**src/rtl/spi_byte_ctrl.sv**
```systemverilog
// SPI mode-0 master byte engine for the SD-card side.
// Divider-timed sclk, MSB-first shift, chip-select hold via keep_cs.
module spi_byte_ctrl #(
  parameter int DIV_BITS = 8
) (
  input  logic                clk,
  input  logic                n_rst,
  input  logic [DIV_BITS-1:0] clk_div,
  input  logic                start,
  input  logic [7:0]          tx_data,
  input  logic                keep_cs,
  input  logic                miso,
  output logic                busy,
  output logic                done,
  output logic [7:0]          rx_data,
  output logic                sclk,
  output logic                mosi,
  output logic                cs_n
);

  typedef enum logic [2:0] {
    IDLE, SETUP, HIGH, LOW, FINISH
  } state_t;

  localparam logic [DIV_BITS-1:0] ONE =
    {{(DIV_BITS-1){1'b0}}, 1'b1};

  state_t              state_q, state_d;
  logic [DIV_BITS-1:0] phase_q, phase_d;
  logic [DIV_BITS-1:0] n_q, n_d;
  logic [2:0]          bit_q, bit_d;
  logic [7:0]          tx_q, tx_d;
  logic [7:0]          rxs_q, rxs_d;
  logic [7:0]          rx_q, rx_d;
  logic                keep_q, keep_d;
  logic                cs_n_q, cs_n_d;
  logic                sclk_q, sclk_d;
  logic                mosi_q, mosi_d;
  logic                done_q, done_d;
  logic                phase_end;

  // phase_q runs 0..N-1 so N=2^DIV_BITS-1 never wraps
  assign phase_end = (phase_q == n_q - ONE);

  always_comb begin
    state_d = state_q;
    phase_d = phase_q + ONE;
    n_d     = n_q;
    bit_d   = bit_q;
    tx_d    = tx_q;
    rxs_d   = rxs_q;
    rx_d    = rx_q;
    keep_d  = keep_q;
    cs_n_d  = cs_n_q;
    sclk_d  = sclk_q;
    mosi_d  = mosi_q;
    done_d  = 1'b0;
    unique case (state_q)
      IDLE: begin
        phase_d = '0;
        if (start) begin
          state_d = SETUP;
          tx_d    = tx_data;
          mosi_d  = tx_data[7];
          n_d     = (clk_div == '0) ? ONE : clk_div;
          keep_d  = keep_cs;
          cs_n_d  = 1'b0;
          bit_d   = 3'd0;
        end
      end
      SETUP, LOW: begin
        if (phase_end) begin
          state_d = HIGH;
          phase_d = '0;
          sclk_d  = 1'b1;
          rxs_d   = {rxs_q[6:0], miso};
        end
      end
      HIGH: begin
        if (phase_end) begin
          phase_d = '0;
          sclk_d  = 1'b0;
          if (bit_q != 3'd7) begin
            state_d = LOW;
            bit_d   = bit_q + 3'd1;
            tx_d    = {tx_q[6:0], 1'b0};
            mosi_d  = tx_q[6];
          end else begin
            state_d = FINISH;
          end
        end
      end
      FINISH: begin
        if (phase_end) begin
          state_d = IDLE;
          phase_d = '0;
          done_d  = 1'b1;
          rx_d    = rxs_q;
          cs_n_d  = ~keep_q;
        end
      end
      default: begin
        state_d = IDLE;
        phase_d = '0;
      end
    endcase
  end

  always_ff @(posedge clk or negedge n_rst) begin
    if (!n_rst) begin
      state_q <= IDLE;
      phase_q <= '0;
      n_q     <= '0;
      bit_q   <= 3'd0;
      tx_q    <= 8'h00;
      rxs_q   <= 8'h00;
      rx_q    <= 8'h00;
      keep_q  <= 1'b0;
      cs_n_q  <= 1'b1;
      sclk_q  <= 1'b0;
      mosi_q  <= 1'b0;
      done_q  <= 1'b0;
    end else begin
      state_q <= state_d;
      phase_q <= phase_d;
      n_q     <= n_d;
      bit_q   <= bit_d;
      tx_q    <= tx_d;
      rxs_q   <= rxs_d;
      rx_q    <= rx_d;
      keep_q  <= keep_d;
      cs_n_q  <= cs_n_d;
      sclk_q  <= sclk_d;
      mosi_q  <= mosi_d;
      done_q  <= done_d;
    end
  end

  assign busy    = (state_q != IDLE);
  assign done    = done_q;
  assign rx_data = rx_q;
  assign sclk    = sclk_q;
  assign mosi    = mosi_q;
  assign cs_n    = cs_n_q;

endmodule

```
**config.mk**
```make
export PLATFORM = sky130hd
export DESIGN_NAME = spi_byte_ctrl
export DESIGN_NICKNAME = d
export VERILOG_FILES = /design/src/rtl/spi_byte_ctrl.sv
export SDC_FILE = /design/constraint.sdc
export NUM_CORES = 1
export LEC_CHECK = 0
export CAP_MARGIN = 0
export CORE_ASPECT_RATIO = 0.6
export CORE_MARGIN = 4
export CORE_UTILIZATION = 55
export CTS_BUF_LIST = sky130_fd_sc_hd__clkbuf_8
export DETAILED_ROUTE_END_ITERATION = 8
export PLACE_DENSITY = 0.8
export SLEW_MARGIN = 15
export SYNTH_ARGS = -nofsm -noshare
export SYNTH_HDL_FRONTEND = slang
export SYNTH_SLANG_ARGS = --single-unit
```
**constraint.sdc**
```tcl
create_clock -name clk -period 3 [get_ports clk]
set_clock_uncertainty 0.1 [all_clocks]
set_input_delay 0.75 -clock clk [delete_from_list [all_inputs] [get_ports clk]]
set_output_delay 0.75 -clock clk [all_outputs]
set_load 0.05 [all_outputs]
```
Word-level counts from Yosys, hierarchy flattened
Index checks and enable logic that the tools add are counted.

operators by class
  add/subtract/negate cells = 3
  eq/ne operators = 11
  muxes and demuxes = 29
  bitwise gates (word level) = 1
  reductions and logical operators = 15

operators by type and width
  operator                                                                number
  3-bit two-way mux                                                       8
  8-bit two-way mux                                                       3
  7-bit two-way mux                                                       3
  7-bit one-hot mux with 2 select lines                                   1
  3-bit one-hot mux with 4 select lines                                   1
  2-bit != test (second input constant)                                   5
  1-bit two-way mux                                                       9
  8-bit by 1-bit adder with 8-bit output (second input constant)          1
  8-bit equality test                                                     1
  8-bit zero test                                                         1
  4-bit AND reduction                                                     2
  8-bit by 1-bit subtractor with 8-bit output (second input constant)     1
  3-bit by 2-bit equality test with 1-bit output (second input constant)  2
  1-bit one-hot mux with 2 select lines                                   3
  3-bit one-hot mux with 2 select lines                                   1
  2-bit AND reduction                                                     3
  3-bit AND reduction                                                     2
  2-bit nonzero test                                                      3
  4-bit OR reduction                                                      1
  3-bit by 1-bit adder with 3-bit output (second input constant)          1
  3-bit by 1-bit equality test with 1-bit output (second input constant)  1
  3-bit equality test (second input constant)                             1
  3-bit zero test                                                         1
  3-bit != test (second input constant)                                   1
  other kinds (3)                                                         3

word-level totals
  register bits = 50
  input port bits = 21
  output and inout bits = 13
  word-level logic and storage cells = 71

Logic depth before layout (Yosys ltp)
Gate-level depths: netlist (run 1).

  depth in word-level cells = 4
  depth in mapped cells = 10
  depth with buffers taken out = 8

Worst setup path before layout (run 1)
Ideal clock, no wire load.

  path type = register to register
  start = register n_q[0]
  end = register rxs_q[0]
  library setup time = 0.125 ns
  arrival = 2.322 ns
  required time = 2.775 ns
  path slack = 0.453 ns
  cell stages (with the launch flop) = 11
  cell sequence = dfrtp_1 inv_1 ha_1 nor3b_2 a21boi_1 o21ai_0 a21o_1 buf_4 or4_1 buf_6 mux2_4

between the ends
  longest elaborated chain between the ends = 3

RTL lines
  what                                         line  source
  start: declaration                           30    logic [DIV_BITS-1:0] n_q, n_d;
  start signal: assignment                     126   n_q <= n_d;
  8-bit by 1-bit subtractor with 8-bit output  43    assign phase_end = (phase_q == n_q - ONE);
  8-bit equality test                          43
  2-bit AND reduction (no source line)         --
  end signal: assignment                       129   rxs_q <= rxs_d;
  end: declaration                             33    logic [7:0] rxs_q, rxs_d;

Every way passes these cells.
A chain may end at the register's enable or synchronous reset.

Worst setup path after layout (run 1)
  start = register n_q[0]
  end = register rx_q[3] (netlist: rx_data[3])

between the ends
  longest elaborated chain between the ends = 3

RTL lines
  what                                         line  source
  8-bit by 1-bit subtractor with 8-bit output  43
  8-bit equality test                          43
  2-bit AND reduction (no source line)         --
  end signal: assignment                       130   rx_q <= rx_d;
  end: declaration                             34    logic [7:0] rx_q, rx_d;

Every way passes these cells.

==> results.py, run 1 <==
metrics = {
    "final_layout": {
        "num-fill-cells": 331,
        "area_growth_pct": 20.9,
        "layout.nets": 293,
        "multi_input_area_um2": 1180,
        "seq_area_um2": 1250,
        "num_antenna_cells": 0,
        "final_layout_size_suffix_gt1_share_pct": 18.2,
        "final_util_pct": 71.1,
    },
    "setup_path": {
        "setup.worst_path.end_class": "register",
        "timing.setup.critical_path_class": "reg -> reg",
        "crit_path_max_fanout": 10,
        "crit_arrival_ns": 2.88,
        "startpoint_type": "register",
        "critical_path_required_ns": 3.10,
    },
    "drt": {
        "routed_wirelength_um": 5070,
        "vias_per_cell": 5.35,
        "dr.pass1.iters": 4,
        "avgRoutedWirePerCell_um": 15.4,
        "antenna_violating_nets_post_route": 0,
        "via_count": 1761,
        "detail_route.drc_violations": 0,
        "detail_route.iter0.violations": 146,
    },
    "logic_synthesis": {
        "seq_area_frac_synth_pct": 50.3,
        "mappedNetlistNets": 256,
        "yosysWarningCount": 0,
        "netlist.area_leader.share_pct": 49.2,
        "synth.largest_area_cell": "dfrtp_1",
        "synth_enable_flop_cells": 0,
        "async_reset_ff_share_pct": 100,
        "syn_area_um2": 2490,
        "netlist_instances": 231,
        "yosys_register_bits": 50,
        "synth.area.top_cells": "dfrtp_1 49%, nand2_1 8.4%, mux2_2 7.7%",
        "syn_avg_cell_area_um2": 10.8,
        "ys_types": 48,
        "synth_ff_type": "dfrtp_1",
    },
    "timing": {
        "timing.slew.headroom_pct": 54.3,
        "grt_setup_unrepaired": "no",
        "hold_viol": 0,
        "finalCritPeriodShare_pct": 92.7,
        "max_freq_mhz": 360,
        "setup_viol_count_final": 0,
        "final-max-slew-violation-count": 0,
        "timing.final.crit_period_ns": 2.78,
        "tightest_slew_ns": 0.685,
        "tns_ns": 0,
    },
    "floorplan": {
        "chipHeight_um": 60.1,
        "floorplan.rows": 18,
        "die_width_um": 94.9,
        "floorplan.die_area_um2": 5710,
        "floorplan.io_pins": 34,
        "initial_core_util_pct": 58.8,
        "design.core.area_um2": 4230,
    },
    "global_routing": {
        "overflow": 0,
        "grt_pass1_vias": 1594,
        "first_pass_grt_wire_length_um": 8250,
        "grt_antenna_before_repair": 0,
        "pin_count_of_the_biggest_net_entering_global_routing": 31,
        "overall_global_routing_resource_usage_pct": 19.6,
    },
    "place": {
        "port_buffers": 33,
        "gp_congestion": 0.864,
        "detailedPlacementHpwl_um": 3810,
    },
    "clock_network": {
        "clock-root-buffer": "clkbuf_8",
        "cts.reportedPaths.clkPinSlew_ns": 0.10,
        "htreeDepth": 2,
        "tritoncts": "yes",
        "tritoncts.num_buffers": 5,
        "cts-root-to-sink-buffers": 2,
        "cts_setup_buffers": 0,
        "clkLatencyLatePin_ns": 0.31,
        "total_clock_sinks": 50,
        "cts_hold_buffers": 0,
    },
    "pwr": {
        "irDropWorstVdd_uv": 266,
        "p_leak_nw": 1.45,
        "p_per_area_nw_per_um2": 406,
    },
    "run_status": {
        "status": "finished, final reports clean",
    },
    "hold_path": {
        "worst_hold_path_type": "in -> async",
    },
    "job": {
        "maxCapViolCount": 0,
    },
}
[routing by layer]
layer | track usage, % | wire length, µm | up-vias | share of wire, %
met5 | 0 | 0 | - | 0
met4 | 5.13 | 48 | 0 | 0.95
met3 | 4.53 | 469 | 5 | 9.3
met2 | 26.1 | 2050 | 58 | 41
met1 | 31.5 | 2500 | 833 | 49
li1 | - | - | 865 | -
[sequential cells by signal, indices dropped and copies added, names as in the netlist]
signal,flops
n_q,8
cs_n,1
mosi,1
done,1
state_q,3
bit_q,3
rxs_q,8
phase_q,8
tx_q,7
keep_q,1
sclk,1
rx_data,8
[final timing paths]
kind / from / end / slack, ns / depth (start not counted)
worst max-delay path: n_q[0] / rx_data[3] / 0.22 / 9
worst min-delay path: n_rst / n_q[3] / 0.36 / 1
worst max register to register: n_q[0] / rx_data[3] / 0.22 / 9
worst min register to register: cs_n / cs_n / 0.39 / 2
max in group asynchronous: n_rst / cs_n / 1.79 / 2
min in group clk: cs_n / cs_n / 0.39 / 2
[cells by family (layout without fill, tap and decap cells)]
group / after synthesis / in the layout / share of synthesized area (%)
compound gates: 22 / 22 / 7.18
simple gates: 99 / 99 / 19.0
fa+ha+maj: 4 / 4 / 2.01
xor+xnor: 15 / 15 / 5.27
flops: 50 / 50 / 50.3
buf+inv: 13 / 51 / 2.51
mux: 28 / 28 / 13.7
[worst max-delay path: stages, from the launching register on]
cell	delay, ns
dfrtp_1	0.44
inv_1	0.10
ha_1	0.17
nor3b_2	0.29
a21boi_1	0.21
o21ai_0	0.12
a21o_1	0.22
buf_4	0.17
nor3_4	0.44
mux2_2	0.40
[synthesized netlist by cell type (2+ instances only)]
master / n
a21oi_1: 2
and2_1: 2
and3_1: 2
buf_2: 2
clkbuf_1: 3
dfrtp_1: 49
ha_1: 4
inv_1: 6
mux2_2: 17
mux2_4: 8
mux2i_1: 3
nand2_1: 56
nand2b_1: 3
nand3_1: 5
nand4_1: 2
nor2_1: 12
nor3_1: 2
nor3_4: 2
nor4_1: 3
o21ai_0: 6
or4_1: 2
xnor2_1: 5
xor2_1: 10
[metrics by stage]
| step | setup WS (ns) | hold slack [ns] | cells | instance area, µm² | power, mW |
|---|---|---|---|---|---|
| finish | 0.220 | 0.357 | 329 | 3010 | 1.22 |
| global route | 0.00356 | 0.416 | 329 | 3010 | 1.27 |
| CTS | 0.165 | 0.383 | 329 | 3010 | 1.23 |
| detailed placement | 0.191 | 0.378 | 321 | 2890 | 0.755 |
| global placement | 0.309 | 0.363 | 321 | 2890 | 0.754 |
| floorplan | 0.453 | 0.346 | 231 | 2490 | 0.708 |
[report_power, final]
group	internal, mW	switching [mW]	leakage, nW	total (mW)
Sequential	0.679	0.00462	0.641	0.684
Combinational	0.0343	0.0224	0.757	0.0567
Clock	0.248	0.235	0.0504	0.483
Total	0.961	0.262	1.45	1.22
[layout make-up]
cell class / count / share of cell area [%]
multi-input combinational: 168 / 39.2
inverter: 6 / 0.748
tap: 60 / 2.49
sequential: 50 / 41.6
clock inverter: 3 / 1.50
timing repair buffer: 37 / 12.2
clock buffer: 5 / 2.29
[timing repair]
| action | in CTS | in global routing |
|---|---|---|
| gates resized for setup | 0 | 1 |
| hold endpoints to repair | 0 | 0 |
| endpoints found under the setup margin | 0 | 8 |
[cells in the final DEF, fill, tap and decap left out, types with 4 or more instances in the layout]
cell type         n
nand3_1           5
mux2_4            8
dfrtp_1          49
mux2_2           17
clkbuf_8          5
xor2_1           10
xnor2_1           5
clkdlybuf4s50_1  32
nor2_1           12
nand2_1          56
o21ai_0           6
ha_1              4
inv_1             6
No activity file was read; power rests on OpenSTA's default activity.
==> inputs of run 2 (changes only) <==
clock period = 3.2 ns   (was 3 ns; I/O delays follow)
==> results.py, run 2 (synthesis results as in run 1) <==
metrics = {
    "run_status": {
        "status": "finished, final reports clean",
    },
    "clock_network": {
        "total_clock_sinks": 50,
        "clkLatencyLatePin_ns": 0.30,
        "cts-root-to-sink-buffers": 2,
        "tritoncts": "yes",
        "htreeDepth": 2,
        "cts_hold_buffers": 0,
        "cts_resized": 0,
        "clock-root-buffer": "clkbuf_8",
        "cts_setup_buffers": 0,
        "tritoncts.num_buffers": 5,
        "cts.reportedPaths.clkPinSlew_ns": 0.09,
    },
    "floorplan": {
        "die_width_um": 94.9,
        "floorplan.die_area_um2": 5710,
        "chipHeight_um": 60.1,
        "initial_core_util_pct": 58.8,
        "floorplan.rows": 18,
        "design.core.area_um2": 4230,
        "floorplan.io_pins": 34,
    },
    "global_routing": {
        "pin_count_of_the_biggest_net_entering_global_routing": 51,
        "grt_antenna_before_repair": 0,
        "use_met2_pct": 26.0,
        "first_pass_grt_wire_length_um": 8310,
        "grtUsageMet1_pct": 29.6,
        "overflow": 0,
        "met3_usage_pct": 5.28,
        "grt_pass1_vias": 1737,
        "overall_global_routing_resource_usage_pct": 19.1,
        "grt_max_usage_layer": "met1",
    },
    "hold_path": {
        "min_path_cells": 2,
        "min_delay_worst_endpoint": "cs_n",
        "worst_hold_path_type": "reg -> reg",
        "worstHoldStart": "cs_n",
    },
    "final_layout": {
        "post_route_cell_area_um2": 2980,
        "final_layout_size_suffix_gt1_share_pct": 17.8,
        "num-fill-cells": 339,
        "final_util_pct": 70.3,
        "layout.nets": 293,
        "mostFrequentLayoutCell": "nand2_1",
        "num_antenna_cells": 0,
        "most-common-layout-cells": "56 x nand2_1, 49 x dfrtp_1, 32 x clkdlybuf4s50_1",
        "area_growth_pct": 19.4,
    },
    "drt": {
        "detail_route.iter0.violations": 129,
        "routed_wirelength_um": 4790,
        "avgRoutedWirePerCell_um": 14.6,
        "via_count": 1770,
        "dr.pass1.iters": 6,
        "vias_per_cell": 5.38,
        "detail_route.drc_violations": 0,
        "antenna_violating_nets_post_route": 0,
    },
    "timing": {
        "tightest_slew_ns": 0.606,
        "timing.final.crit_period_ns": 2.83,
        "setup_viol_count_final": 0,
        "grt_setup_unrepaired": "no",
        "finalCritPeriodShare_pct": 88.6,
        "max_freq_mhz": 353,
        "hold_viol": 0,
        "tns_ns": 0,
        "timing.slew.headroom_pct": 59.6,
        "final-max-slew-violation-count": 0,
    },
    "setup_path": {
        "path_cells": "inv_1 -> ha_1 -> nor3b_2 -> a21boi_1 -> o21ai_0 -> a21o_1 -> or4_1 -> mux2_4",
        "r2r_setup_slack_ns": 0.37,
        "critical_path_required_ns": 3.29,
        "worst_r2r_path_depth": 8,
        "critical_path.reg2reg.endpoint": "rxs_q[2]",
        "timing.setup.critical_path_class": "reg -> reg",
        "crit_arrival_ns": 2.93,
        "slowest_delay_ns": 0.70,
        "setup.worst_path.end_class": "register",
        "rr_startpoint": "n_q[0]",
        "cpMaxStageDelayCell": "or4_1",
        "startpoint_type": "register",
        "crit_path_max_fanout": 10,
    },
    "pwr": {
        "irDropWorstVdd_uv": 303,
        "p_leak_nw": 1.44,
        "p_per_area_nw_per_um2": 357,
    },
    "place": {
        "detailedPlacementHpwl_um": 3590,
        "port_buffers": 33,
        "place_area_um2": 2880,
        "gp_congestion": 0.846,
    },
    "job": {
        "maxCapViolCount": 0,
    },
}
[run 2: cell type report]
class	instances	area, µm²	area share, %
Clock buffer	5	68.8	2.31
Multi-Input combinational cell	168	1180	39.5
Tap cell	60	75.1	2.52
Inverter	6	22.5	0.757
Sequential cell	50	1250	42.1
Timing Repair Buffer	37	355	11.9
Clock inverter	3	25.0	0.841
[run 2: worst max-delay path, delay by kind of cell (launching register included)]
kind / cells / cell delay, ns
AO/OA/AOI/OAI: 3 / 0.52
adder cells (fa/ha/maj): 1 / 0.19
buffers and inverters: 1 / 0.10
flip-flops: 1 / 0.44
multiplexers: 1 / 0.39
AND/OR/NAND/NOR: 2 / 0.99
[run 2: metrics by stage]
step | std cells | hold WS [ns] | power, mW | worst slack [ns]
global route | 329 | 0.418 | 1.12 | 0.221
detailed placement | 321 | 0.369 | 0.705 | 0.394
finish | 329 | 0.379 | 1.06 | 0.366
global placement | 321 | 0.361 | 0.704 | 0.538
CTS | 329 | 0.383 | 1.08 | 0.367
floorplan | 231 | 0.346 | 0.664 | 0.653
[run 2: power by group]
group,switching (mW),leakage [nW],total [mW],internal [mW]
registers,0.00413,0.641,0.641,0.636
logic,0.0201,0.751,0.0506,0.0305
clock network,0.213,0.0447,0.371,0.158
total,0.237,1.44,1.06,0.825
[run 2: worst max path at each step]
stage / from / endpoint / slack, ns / cells past startpoint
5_1_grt: n_q[0] / rxs_q[7] / 0.22 / 8
3_3_place_gp: n_q[0] / rxs_q[3] / 0.54 / 8
3_5_place_dp: n_q[0] / rxs_q[7] / 0.39 / 8
6_report: n_q[0] / rxs_q[2] / 0.37 / 8
4_1_cts: n_q[0] / rxs_q[7] / 0.37 / 8
2_1_floorplan: n_q[0] / rxs_q[0] / 0.65 / 10
[run 2: metal layers]
metal	routed length (µm)	up-vias
met2	1970	61
met4	7	0
met3	373	2
met1	2440	844
met5	0	-
li1	-	863
==> inputs of run 3 (changes only) <==
ABC_AREA = 1   (was not set)
GPL_TIMING_DRIVEN = 0   (was not set)
TNS_END_PERCENT = 50   (was not set)
==> results.py, run 3 <==
metrics = {
    "pwr": {
        "p_per_area_nw_per_um2": 758,
        "totalPowerFinal_mw": 2.32,
        "p_leak_nw": 1.52,
        "irDropWorstVdd_uv": 464,
    },
    "setup_path": {
        "critical_path_required_ns": 2.30,
        "timing.setup.critical_path_class": "reg -> out",
        "timing.critical_path.mode_cell": "nor2_1",
        "path_cells": "nor2_1 -> inv_2 -> nor2_1 -> inv_1 -> clkdlybuf4s50_1",
        "setup.worst_path.end_class": "output pin",
        "r2r_setup_slack_ns": 1.01,
        "worst_r2r_path_depth": 13,
        "worstSetupEndpoint": "busy",
        "rr_startpoint": "n_q[0]",
        "cpMaxStageDelayCell": "clkdlybuf4s50_1",
        "crit_arrival_ns": 1.82,
        "critical_path.reg2reg.endpoint": "rx_data[6]",
        "setup.worst_path.start": "state_q[0]",
        "startpoint_type": "register",
        "slowest_delay_ns": 0.70,
        "crit_path_max_fanout": 3,
    },
    "clock_network": {
        "cts_hold_buffers": 0,
        "tritoncts.num_buffers": 5,
        "tritoncts": "yes",
        "cts_setup_buffers": 0,
        "cts.reportedPaths.clkPinSlew_ns": 0.11,
        "total_clock_sinks": 50,
        "cts-root-to-sink-buffers": 2,
        "htreeDepth": 2,
        "cts_resized": 0,
        "clock-root-buffer": "clkbuf_8",
        "clkLatencyLatePin_ns": 0.31,
    },
    "place": {
        "place_area_um2": 2960,
        "detailedPlacementHpwl_um": 3750,
        "placedCellCount": 411,
        "port_buffers": 33,
        "gp_congestion": 0.813,
    },
    "timing": {
        "final-max-slew-violation-count": 0,
        "finalCritPeriodShare_pct": 85.2,
        "grt_setup_unrepaired": "no",
        "setup_viol_count_final": 0,
        "timing.slew.headroom_pct": 66.5,
        "finalHoldWorstSlack_ns": 0.316,
        "hold_viol": 0,
        "max_freq_mhz": 367,
        "timing.final.crit_period_ns": 2.72,
        "tightest_slew_ns": 0.502,
        "tns_ns": 0,
    },
    "drt": {
        "antenna_violating_nets_post_route": 0,
        "dr.pass1.iters": 4,
        "detail_route.iter0.violations": 129,
        "routed_wirelength_um": 5140,
        "avgRoutedWirePerCell_um": 12.3,
        "detail_route.drc_violations": 0,
        "vias_per_cell": 4.99,
        "via_count": 2091,
    },
    "logic_synthesis": {
        "compound_gate_fraction_of_synth_area_pct": 5.67,
        "synth_simple_gate_area_share_pct": 30.4,
        "syn_area_um2": 2540,
        "netlist_instances": 317,
        "syn_avg_cell_area_um2": 8.01,
        "ys_types": 28,
        "synth_enable_flop_cells": 0,
        "synth_fa_ha_area_share_pct": 1.97,
        "synth.most_common_cell": "nand2_1",
        "async_reset_ff_share_pct": 100,
        "synth.largest_area_cell": "dfrtp_1",
        "mappedNetlistNets": 342,
        "synth_ff_type": "dfrtp_1",
        "synth_xor_area_share_pct": 3.10,
        "synth_top_cells_by_count": "112 x nand2_1, 49 x dfrtp_1, 35 x inv_1, 25 x nor2_1, 21 x nand3_1",
        "yosys_register_bits": 50,
        "netlist.area_leader.share_pct": 48.3,
        "synth.area.top_cells": "dfrtp_1 48%, nand2_1 17%, inv_1 5.2%",
        "seq_area_frac_synth_pct": 49.3,
        "main_combinational_cell_family_by_area_after_synthesis": "simple AND/OR/NAND/NOR gates",
        "yosysWarningCount": 0,
        "yosys-mux-area-fraction_pct": 1.77,
    },
    "global_routing": {
        "grt_antenna_before_repair": 0,
        "pin_count_of_the_biggest_net_entering_global_routing": 33,
        "overflow": 0,
        "first_pass_grt_wire_length_um": 8740,
        "overall_global_routing_resource_usage_pct": 19.5,
        "grt_pass1_vias": 1903,
    },
    "final_layout": {
        "post_route_cell_area_um2": 3060,
        "layout.nets": 383,
        "most-common-layout-cells": "112 x nand2_1, 49 x dfrtp_1, 35 x inv_1",
        "num-fill-cells": 315,
        "mostFrequentLayoutCell": "nand2_1",
        "area_growth_pct": 20.3,
        "num_antenna_cells": 0,
        "count_of_non_filler_cells_in_the_finished_layout": 419,
        "final_layout_size_suffix_gt1_share_pct": 11.7,
    },
    "floorplan": {
        "floorplan.io_pins": 34,
        "floorplan.die_area_um2": 5810,
        "design.core.area_um2": 4280,
        "die_width_um": 95.7,
        "floorplan.rows": 18,
        "chipHeight_um": 60.6,
        "initial_core_util_pct": 59.4,
    },
    "job": {
        "maxCapViolCount": 0,
    },
    "hold_path": {
        "worst_hold_path_type": "in -> async",
    },
    "run_status": {
        "status": "finished, final reports clean",
    },
}
-- run 3: final cells by class --
type	count	area [µm²]	area share (%)
multi-input combinational	221	1090	35.7
sequential	50	1250	41.0
inverter	38	143	4.67
buffer	8	55.1	1.80
clock buffer	5	68.8	2.25
clock inverter	3	26.3	0.860
tap	60	75.1	2.46
timing repair buffer	34	345	11.3
-- run 3: metrics by stage --
stage / utilization [%] / setup WS (ns)
final: 71.4 / 0.475
after CTS: 71.4 / 0.481
after global placement: 68.8 / -0.180
after detailed placement: 69.2 / 0.852
after floorplan: - / 1.32
after global routing: 71.4 / 0.341
-- run 3: logic make-up after synthesis --
family          Yosys count
simple gates            180
flops                    50
buf+inv                  46
xor+xnor                  9
fa+ha+maj                 4
compound gates           24
mux                       4
-- run 3: layer usage --
layer	GRT usage [%]	vias up	share of wire, %
met5	0	-	0
met4	4.25	0	0.72
met3	4.83	7	6.2
met2	29.0	53	40
met1	29.3	966	53
li1	-	1065	-
-- run 3: critical path, delay by kind of cell, from the launching register on --
kind          cells  cell delay [ns]
buf+inv           3             0.84
flops             1             0.42
simple gates      2             0.27
-- run 3: power by group --
group | total (mW) | internal, mW | switching, mW
sequential | 0.985 | 0.811 | 0.174
clock | 0.389 | 0.161 | 0.228
combinational | 0.942 | 0.362 | 0.580
total | 2.32 | 1.33 | 0.983
-- run 3: how the worst min path moves through the flow --
stage,end,slack [ns],cells past startpoint
after floorplan,rx_data[7],0.34,2
after global placement,tx_q[4],0.35,2
after detailed placement,tx_q[3],0.36,2
after CTS,rx_data[4],0.32,1
after global routing,rx_data[6],0.34,1
final,rx_data[6],0.32,1
